`config.mk`:
```
export PLATFORM = sky130hd
export DESIGN_NAME = note_feeder_flat
export DESIGN_NICKNAME = d
export VERILOG_FILES = /design/src/rtl/note_feeder_if.sv /design/src/rtl/note_feeder.sv /design/src/flat_wrapper.sv
export SDC_FILE = /design/constraint.sdc
export NUM_CORES = 1
export LEC_CHECK = 0
export ABC_AREA = 0
export ABC_CLOCK_PERIOD_IN_PS = 3500
export CORE_UTILIZATION = 65
export CTS_CLUSTER_DIAMETER = 120
export DETAILED_ROUTE_END_ITERATION = 10
export DONT_BUFFER_PORTS = 1
export HOLD_SLACK_MARGIN = 0.03
export PLACE_DENSITY = 0.82
export SYNTH_ARGS = -nofsm -noshare
export SYNTH_HDL_FRONTEND = slang
export SYNTH_SLANG_ARGS = --single-unit
```
`constraint.sdc`:
```
create_clock -name clk -period 3.5 [get_ports clk]
set_input_delay 0.175 -clock clk [delete_from_list [all_inputs] [get_ports clk]]
set_output_delay 0.175 -clock clk [all_outputs]
set_load 0.02 [all_outputs]
```
`src/rtl/note_feeder_if.sv`:
```
// rtl/note_feeder_if.sv - control and note-lane bundle between a song controller and note_feeder
//
// Purpose: groups the song control inputs and the note-lane outputs of note_feeder.
// Signals:
//   start, abort      song control strobes (controller -> feeder)
//   mode[2:0]         note density select, latched on start
//   diff[22:0]        step period minus one in clk cycles, latched on start
//   notes1/notes2     32-bit lane patterns, bit 31 oldest, bit 0 newest
//   step              one-cycle pulse on every scroll
//   busy, song_done   song status
// Modports: master = song controller side, slave = note_feeder side.
interface note_feeder_if;
    logic        start;
    logic        abort;
    logic [2:0]  mode;
    logic [22:0] diff;
    logic [31:0] notes1;
    logic [31:0] notes2;
    logic        step;
    logic        busy;
    logic        song_done;

    modport master (
        output start, abort, mode, diff,
        input  notes1, notes2, step, busy, song_done
    );

    modport slave (
        input  start, abort, mode, diff,
        output notes1, notes2, step, busy, song_done
    );
endinterface

```
`src/rtl/note_feeder.sv`:
```
// rtl/note_feeder.sv - pseudo-random two-lane note pattern generator with scrolling
//
// Purpose: produces SONG_LEN LFSR-driven steps, then 32 rest steps that flush both
// lanes, then reports song_done. Step period and note density are latched on start.
// Ports:
//   clk     system clock
//   n_rst   asynchronous active-low reset
//   nf_if   note_feeder_if.slave: start/abort/mode/diff in; notes1/notes2/step/busy/song_done out
// Parameters: SONG_LEN (1..4095 generated steps), SEED (base LFSR seed).
// Optional feature macro: NOTE_FEEDER_MIN_GAP_EN - suppresses a new note whenever the
// previously inserted bit of that lane is 1, so no lane ever carries adjacent notes.
module note_feeder #(
    parameter int          SONG_LEN = 128,
    parameter logic [15:0] SEED     = 16'hACE1
) (
    input  logic          clk,
    input  logic          n_rst,
    note_feeder_if.slave  nf_if
);
    typedef enum logic [1:0] {
        ST_IDLE  = 2'd0,
        ST_RUN   = 2'd1,
        ST_FLUSH = 2'd2,
        ST_DONE  = 2'd3
    } state_t;

    localparam logic [11:0] LP_LAST_GEN   = 12'(SONG_LEN - 1);
    localparam logic [11:0] LP_FLUSH_STEPS = 12'd32;

    state_t      r_state;
    logic [2:0]  r_mode;
    logic [22:0] r_diff;
    logic [22:0] r_tick;
    logic [11:0] r_cnt;
    logic [15:0] r_lfsr;
    logic [31:0] r_notes1;
    logic [31:0] r_notes2;
    logic        r_step;
    logic        r_busy;
    logic        r_done;

    logic [15:0] w_seed_raw;
    logic [15:0] w_seed;
    logic [4:0]  w_thr;
    logic        w_new1;
    logic        w_new2;
    logic        w_tick_hit;
    logic [15:0] w_lfsr_next;

    // An all-zero seed would lock the LFSR, so fall back to 1.
    assign w_seed_raw = SEED ^ {13'd0, nf_if.mode};
    assign w_seed     = (w_seed_raw == 16'd0) ? 16'h0001 : w_seed_raw;

    assign w_thr       = {1'b0, r_mode, 1'b1};
    assign w_tick_hit  = (r_tick == r_diff);
    // Taps 16,14,13,11 -> bits 15,13,12,10.
    assign w_lfsr_next = {r_lfsr[14:0], r_lfsr[15] ^ r_lfsr[13] ^ r_lfsr[12] ^ r_lfsr[10]};

`ifdef NOTE_FEEDER_MIN_GAP_EN
    assign w_new1 = ({1'b0, r_lfsr[3:0]} < w_thr) && !r_notes1[0];
    assign w_new2 = ({1'b0, r_lfsr[7:4]} < w_thr) && !r_notes2[0];
`else
    assign w_new1 = ({1'b0, r_lfsr[3:0]} < w_thr);
    assign w_new2 = ({1'b0, r_lfsr[7:4]} < w_thr);
`endif

    always_ff @(posedge clk or negedge n_rst) begin
        if (!n_rst) begin
            r_state  <= ST_IDLE;
            r_mode   <= 3'd0;
            r_diff   <= 23'd0;
            r_tick   <= 23'd0;
            r_cnt    <= 12'd0;
            r_lfsr   <= 16'd0;
            r_notes1 <= 32'd0;
            r_notes2 <= 32'd0;
            r_step   <= 1'b0;
            r_busy   <= 1'b0;
            r_done   <= 1'b0;
        end else begin
            r_step <= 1'b0;
            if (nf_if.abort) begin
                r_state  <= ST_IDLE;
                r_tick   <= 23'd0;
                r_cnt    <= 12'd0;
                r_notes1 <= 32'd0;
                r_notes2 <= 32'd0;
                r_busy   <= 1'b0;
                r_done   <= 1'b0;
            end else begin
                case (r_state)
                    ST_IDLE, ST_DONE: begin
                        if (nf_if.start) begin
                            r_state  <= ST_RUN;
                            r_mode   <= nf_if.mode;
                            r_diff   <= nf_if.diff;
                            r_tick   <= 23'd0;
                            r_cnt    <= 12'd0;
                            r_notes1 <= 32'd0;
                            r_notes2 <= 32'd0;
                            r_lfsr   <= w_seed;
                            r_busy   <= 1'b1;
                            r_done   <= 1'b0;
                        end
                    end
                    ST_RUN: begin
                        if (w_tick_hit) begin
                            r_tick   <= 23'd0;
                            r_step   <= 1'b1;
                            r_notes1 <= {r_notes1[30:0], w_new1};
                            r_notes2 <= {r_notes2[30:0], w_new2};
                            r_lfsr   <= w_lfsr_next;
                            if (r_cnt == LP_LAST_GEN) begin
                                r_state <= ST_FLUSH;
                                r_cnt   <= 12'd0;
                            end else begin
                                r_cnt <= r_cnt + 12'd1;
                            end
                        end else begin
                            r_tick <= r_tick + 23'd1;
                        end
                    end
                    ST_FLUSH: begin
                        // The last flush step is still presented while busy; DONE follows
                        // one cycle later so step never pulses outside RUN/FLUSH.
                        if (r_cnt == LP_FLUSH_STEPS) begin
                            r_state <= ST_DONE;
                            r_tick  <= 23'd0;
                            r_cnt   <= 12'd0;
                            r_busy  <= 1'b0;
                            r_done  <= 1'b1;
                        end else if (w_tick_hit) begin
                            r_tick   <= 23'd0;
                            r_step   <= 1'b1;
                            r_notes1 <= {r_notes1[30:0], 1'b0};
                            r_notes2 <= {r_notes2[30:0], 1'b0};
                            r_cnt    <= r_cnt + 12'd1;
                        end else begin
                            r_tick <= r_tick + 23'd1;
                        end
                    end
                    default: r_state <= ST_IDLE;
                endcase
            end
        end
    end

    assign nf_if.notes1    = r_notes1;
    assign nf_if.notes2    = r_notes2;
    assign nf_if.step      = r_step;
    assign nf_if.busy      = r_busy;
    assign nf_if.song_done = r_done;
endmodule

```
`src/flat_wrapper.sv`:
```
// flat-port wrapper written by rule: the top's interface ports become plain ports
module note_feeder_flat 
#(
    parameter int          SONG_LEN = 128,
    parameter logic [15:0] SEED     = 16'hACE1
)
  (clk, n_rst, nf_if_start, nf_if_abort, nf_if_mode, nf_if_diff, nf_if_notes1, nf_if_notes2, nf_if_step, nf_if_busy, nf_if_song_done);
  note_feeder_if nf_if_i ();
  input  logic clk;
  input  logic n_rst;
  input wire logic [$bits(nf_if_i.start)-1:0] nf_if_start;
  input wire logic [$bits(nf_if_i.abort)-1:0] nf_if_abort;
  input wire logic [$bits(nf_if_i.mode)-1:0] nf_if_mode;
  input wire logic [$bits(nf_if_i.diff)-1:0] nf_if_diff;
  output wire logic [$bits(nf_if_i.notes1)-1:0] nf_if_notes1;
  output wire logic [$bits(nf_if_i.notes2)-1:0] nf_if_notes2;
  output wire logic [$bits(nf_if_i.step)-1:0] nf_if_step;
  output wire logic [$bits(nf_if_i.busy)-1:0] nf_if_busy;
  output wire logic [$bits(nf_if_i.song_done)-1:0] nf_if_song_done;
  assign nf_if_i.start = nf_if_start;
  assign nf_if_i.abort = nf_if_abort;
  assign nf_if_i.mode = nf_if_mode;
  assign nf_if_i.diff = nf_if_diff;
  assign nf_if_notes1 = nf_if_i.notes1;
  assign nf_if_notes2 = nf_if_i.notes2;
  assign nf_if_step = nf_if_i.step;
  assign nf_if_busy = nf_if_i.busy;
  assign nf_if_song_done = nf_if_i.song_done;
  note_feeder #(.SONG_LEN(SONG_LEN), .SEED(SEED)) u_core (.clk(clk), .n_rst(n_rst), .nf_if(nf_if_i));
endmodule
```
==> flow_summary.json <==
{
  "cp_max_fo": 16,
  "synth.cell_area_mm2": 0.00686,
  "critical_path_buf_inv_count": 0,
  "maxCapViolCount": 0,
  "grt-ovfl-total": 0,
  "n_antenna_cell": 0,
  "drc": 0,
  "cts_inserted_buffers": 17,
  "place.gp.congestion": 0.889,
  "vias_per_cell": 5.87,
  "num_vias": 5009,
  "fin_setup_tns_ns": 0,
  "dp.cells": 791,
  "min_path_type": "in -> reg",
  "layout_min_cycle_time_ns": 2.70,
  "path_class": "reg -> reg",
  "postCtsSetupBuffers": 0,
  "wire_per_inst_um": 16.7,
  "ys_seq_area_share_pct": 53.3,
  "die_y_um": 105,
  "ioPinCount": 97,
  "worstMarginPinSlew_ns": 0.824,
  "row_count": 37,
  "crit_arrival_ns": 3.11,
  "top_usage_layer": "met2",
  "wl_um": 14300,
  "drive_gt1_share_pct": 10.7,
  "antenna_found_initial": 0,
  "grt_pass1_wl_um": 24200,
  "final_common_cell": "nand2_1",
  "crit_path_max_incr_delay_ns": 0.55,
  "cts_root_buffer": "clkbuf_8",
  "power_density_mw_per_mm2": 674,
  "area_delta_synth_final_pct": 14.4,
  "clk_pin_slew_ns": 0.06,
  "final_cell_mix": "nand2_1 (158), dfrtp_1 (146), o21ai_1 (59), nor2_1 (37), xnor2_1 (34)",
  "dieArea_mm2": 0.0110,
  "dr.pass1.iters": 5,
  "use_met3_pct": 7.61,
  "synthArstFlopShare_pct": 100,
  "end_kind": "register",
  "cts.sinks": 146,
  "fin_nets": 746,
  "start_util_pct": 66.7,
  "gr-usage-all-layers_pct": 28.1,
  "hold_viol_final": 0,
  "slowest_stage": "a22o_1",
  "met2_usage_pct": 45.4,
  "ys_ff_latch": 146,
  "tritoncts": "yes",
  "final.setup_skew_ns": 0.00904,
  "required_ns": 3.91,
  "core_area_mm2": 0.0103,
  "fmax_mhz": 370,
  "synth_edf_count": 0,
  "rsz0062_at_grt": "no",
  "cp_cell_sequence": "xnor2_1 -> nand4_1 -> nor4_4 -> nand2_1 -> a22o_1 -> mux2_1",
  "synth_cell_types": 50,
  "path_depth": 6,
  "cp_top_family": "simple AND/OR/NAND/NOR gates",
  "port_buffers": 0,
  "p_leak_nw": 3.33,
  "place_hpwl_um": 9120,
  "setup_viol": 0,
  "fin_crit_sh_pct": 77.1,
  "fp.dieW_um": 105,
  "vdd_drop_max_mv": 0.455,
  "max_slew_margin_pct": 45.1,
  "cts_buffer_depth": 2,
  "synth_nets": 725,
  "start_kind": "register",
  "yosysWarningCount": 0,
  "grt_max_degree": 147,
  "r2r.worst_path.cells": 6,
  "syn_avg_cell_area_um2": 10.0,
  "drt-initial-drc-count": 361,
  "final_cell_count_no_fill": 854,
  "ant_nets": 0,
  "yosys_most_used_dff": "dfrtp_1",
  "h-tree-depth": 4,
  "grtUsageMet1_pct": 36.3,
  "clk_latency_ns": 0.53,
  "synthCells": 684,
  "status": "finished clean",
  "grt_pass1_vias": 4912,
  "finalMaxSlewViolations": 0,
  "hold_path_depth": 2
}
[per-stage QoR]
stage	worst slack [ns]	power, mW	utilization (%)	hold WS (ns)	cell area [µm²]
floorplan	1.21	3.18	-	-0.121	6860
finish	0.800	5.28	76.3	0.0904	7840
detailed placement	0.889	3.43	67.4	-0.118	6930
global route	0.620	5.55	76.3	0.121	7840
CTS	0.824	5.30	76.3	0.0608	7840
global placement	0.990	3.35	67.4	-0.117	6930
[worst register-to-register path, stage by stage (launching register included)]
cell	delay, ns
dfrtp_1	0.44
xnor2_1	0.21
nand4_1	0.23
nor4_4	0.49
nand2_1	0.21
a22o_1	0.55
mux2_1	0.44
[path summary, 6_finish.rpt]
path | startpoint | end | slack (ns)
setup / recovery | u_core.r_tick[7] | u_core.r_lfsr[5] | 0.80
hold / removal | nf_if_abort | u_core.r_cnt[1] | 0.09
setup reg to reg | u_core.r_tick[7] | u_core.r_lfsr[5] | 0.80
hold reg to reg | u_core.r_mode[0] | u_core.r_mode[0] | 0.51
max in group asynchronous | n_rst | u_core.r_tick[19] | 2.66
min in group asynchronous | n_rst | u_core.nf_if.notes2[26] | 0.29
[kinds of logic after synthesis]
group                      synth area share [%]
AOI/OAI and AO/OA                          11.0
muxes                                      7.43
DFF                                        53.3
adders and majority gates                  2.01
xor gates and xnor gates                   5.49
buffers and inverters                      3.56
and+or+nand+nor                            17.2
[flip-flops by register name, indices dropped and copies added, names as in the netlist, 2 cells and up]
register and count:
u_core.nf_if.notes1 32, u_core.nf_if.notes2 32, u_core.r_diff 23, u_core.r_tick 23, u_core.r_lfsr 16, u_core.r_cnt 12, u_core.r_mode 3, u_core.r_state 2
[synth_stat cells, drive strengths merged, types with 2 or more instances]
| cell | number | area, µm² |
|---|---|---|
| a211o | 2 | 17.5 |
| a211oi | 2 | 15.0 |
| a21o | 5 | 37.5 |
| a21oi | 8 | 40.0 |
| a22o | 4 | 35.0 |
| a31oi | 3 | 18.8 |
| and2 | 2 | 12.5 |
| and3 | 9 | 56.3 |
| buf | 20 | 116 |
| clkbuf | 14 | 52.6 |
| dfrtp | 146 | 3650 |
| ha | 11 | 138 |
| inv | 20 | 75.1 |
| mux2 | 39 | 439 |
| mux2i | 7 | 70.1 |
| nand2 | 158 | 593 |
| nand2b | 7 | 43.8 |
| nand3 | 16 | 80.1 |
| nand4 | 9 | 56.3 |
| nor2 | 38 | 150 |
| nor2b | 6 | 37.5 |
| nor3 | 4 | 20.0 |
| nor3b | 2 | 20.0 |
| nor4 | 4 | 61.3 |
| o21ai | 80 | 400 |
| o31ai | 9 | 67.6 |
| o41ai | 6 | 86.3 |
| or4 | 2 | 18.8 |
| xnor2 | 34 | 298 |
| xor2 | 9 | 78.8 |
[power by group]
part	internal, mW	total (mW)	switching [mW]
Sequential	1.95	2.17	0.220
Combinational	0.569	1.33	0.762
Clock	1.05	1.78	0.737
[area by class of cell]
type / instances / area [µm²]
Clock buffer: 19 / 432
Clock inverter: 13 / 151
Fill cell: 677 / 2440
Inverter: 20 / 75.1
Multi-Input combinational cell: 484 / 2980
Sequential cell: 146 / 3650
Tap cell: 136 / 170
Timing Repair Buffer: 36 / 378
[layer usage]
metal  up-vias  share of wire, %
met5         -                 0
met1      2434                43
met4         0               2.1
met3        31               6.0
met2       177                49
li1       2367                 -
[timing repair]
| action | CTS | global route |
|---|---|---|
| endpoints found under the hold margin | 185 | 0 |
| hold buffers | 31 | 0 |
| gates resized for setup | 0 | 0 |
No activity file was read; power rests on OpenSTA's default activity.
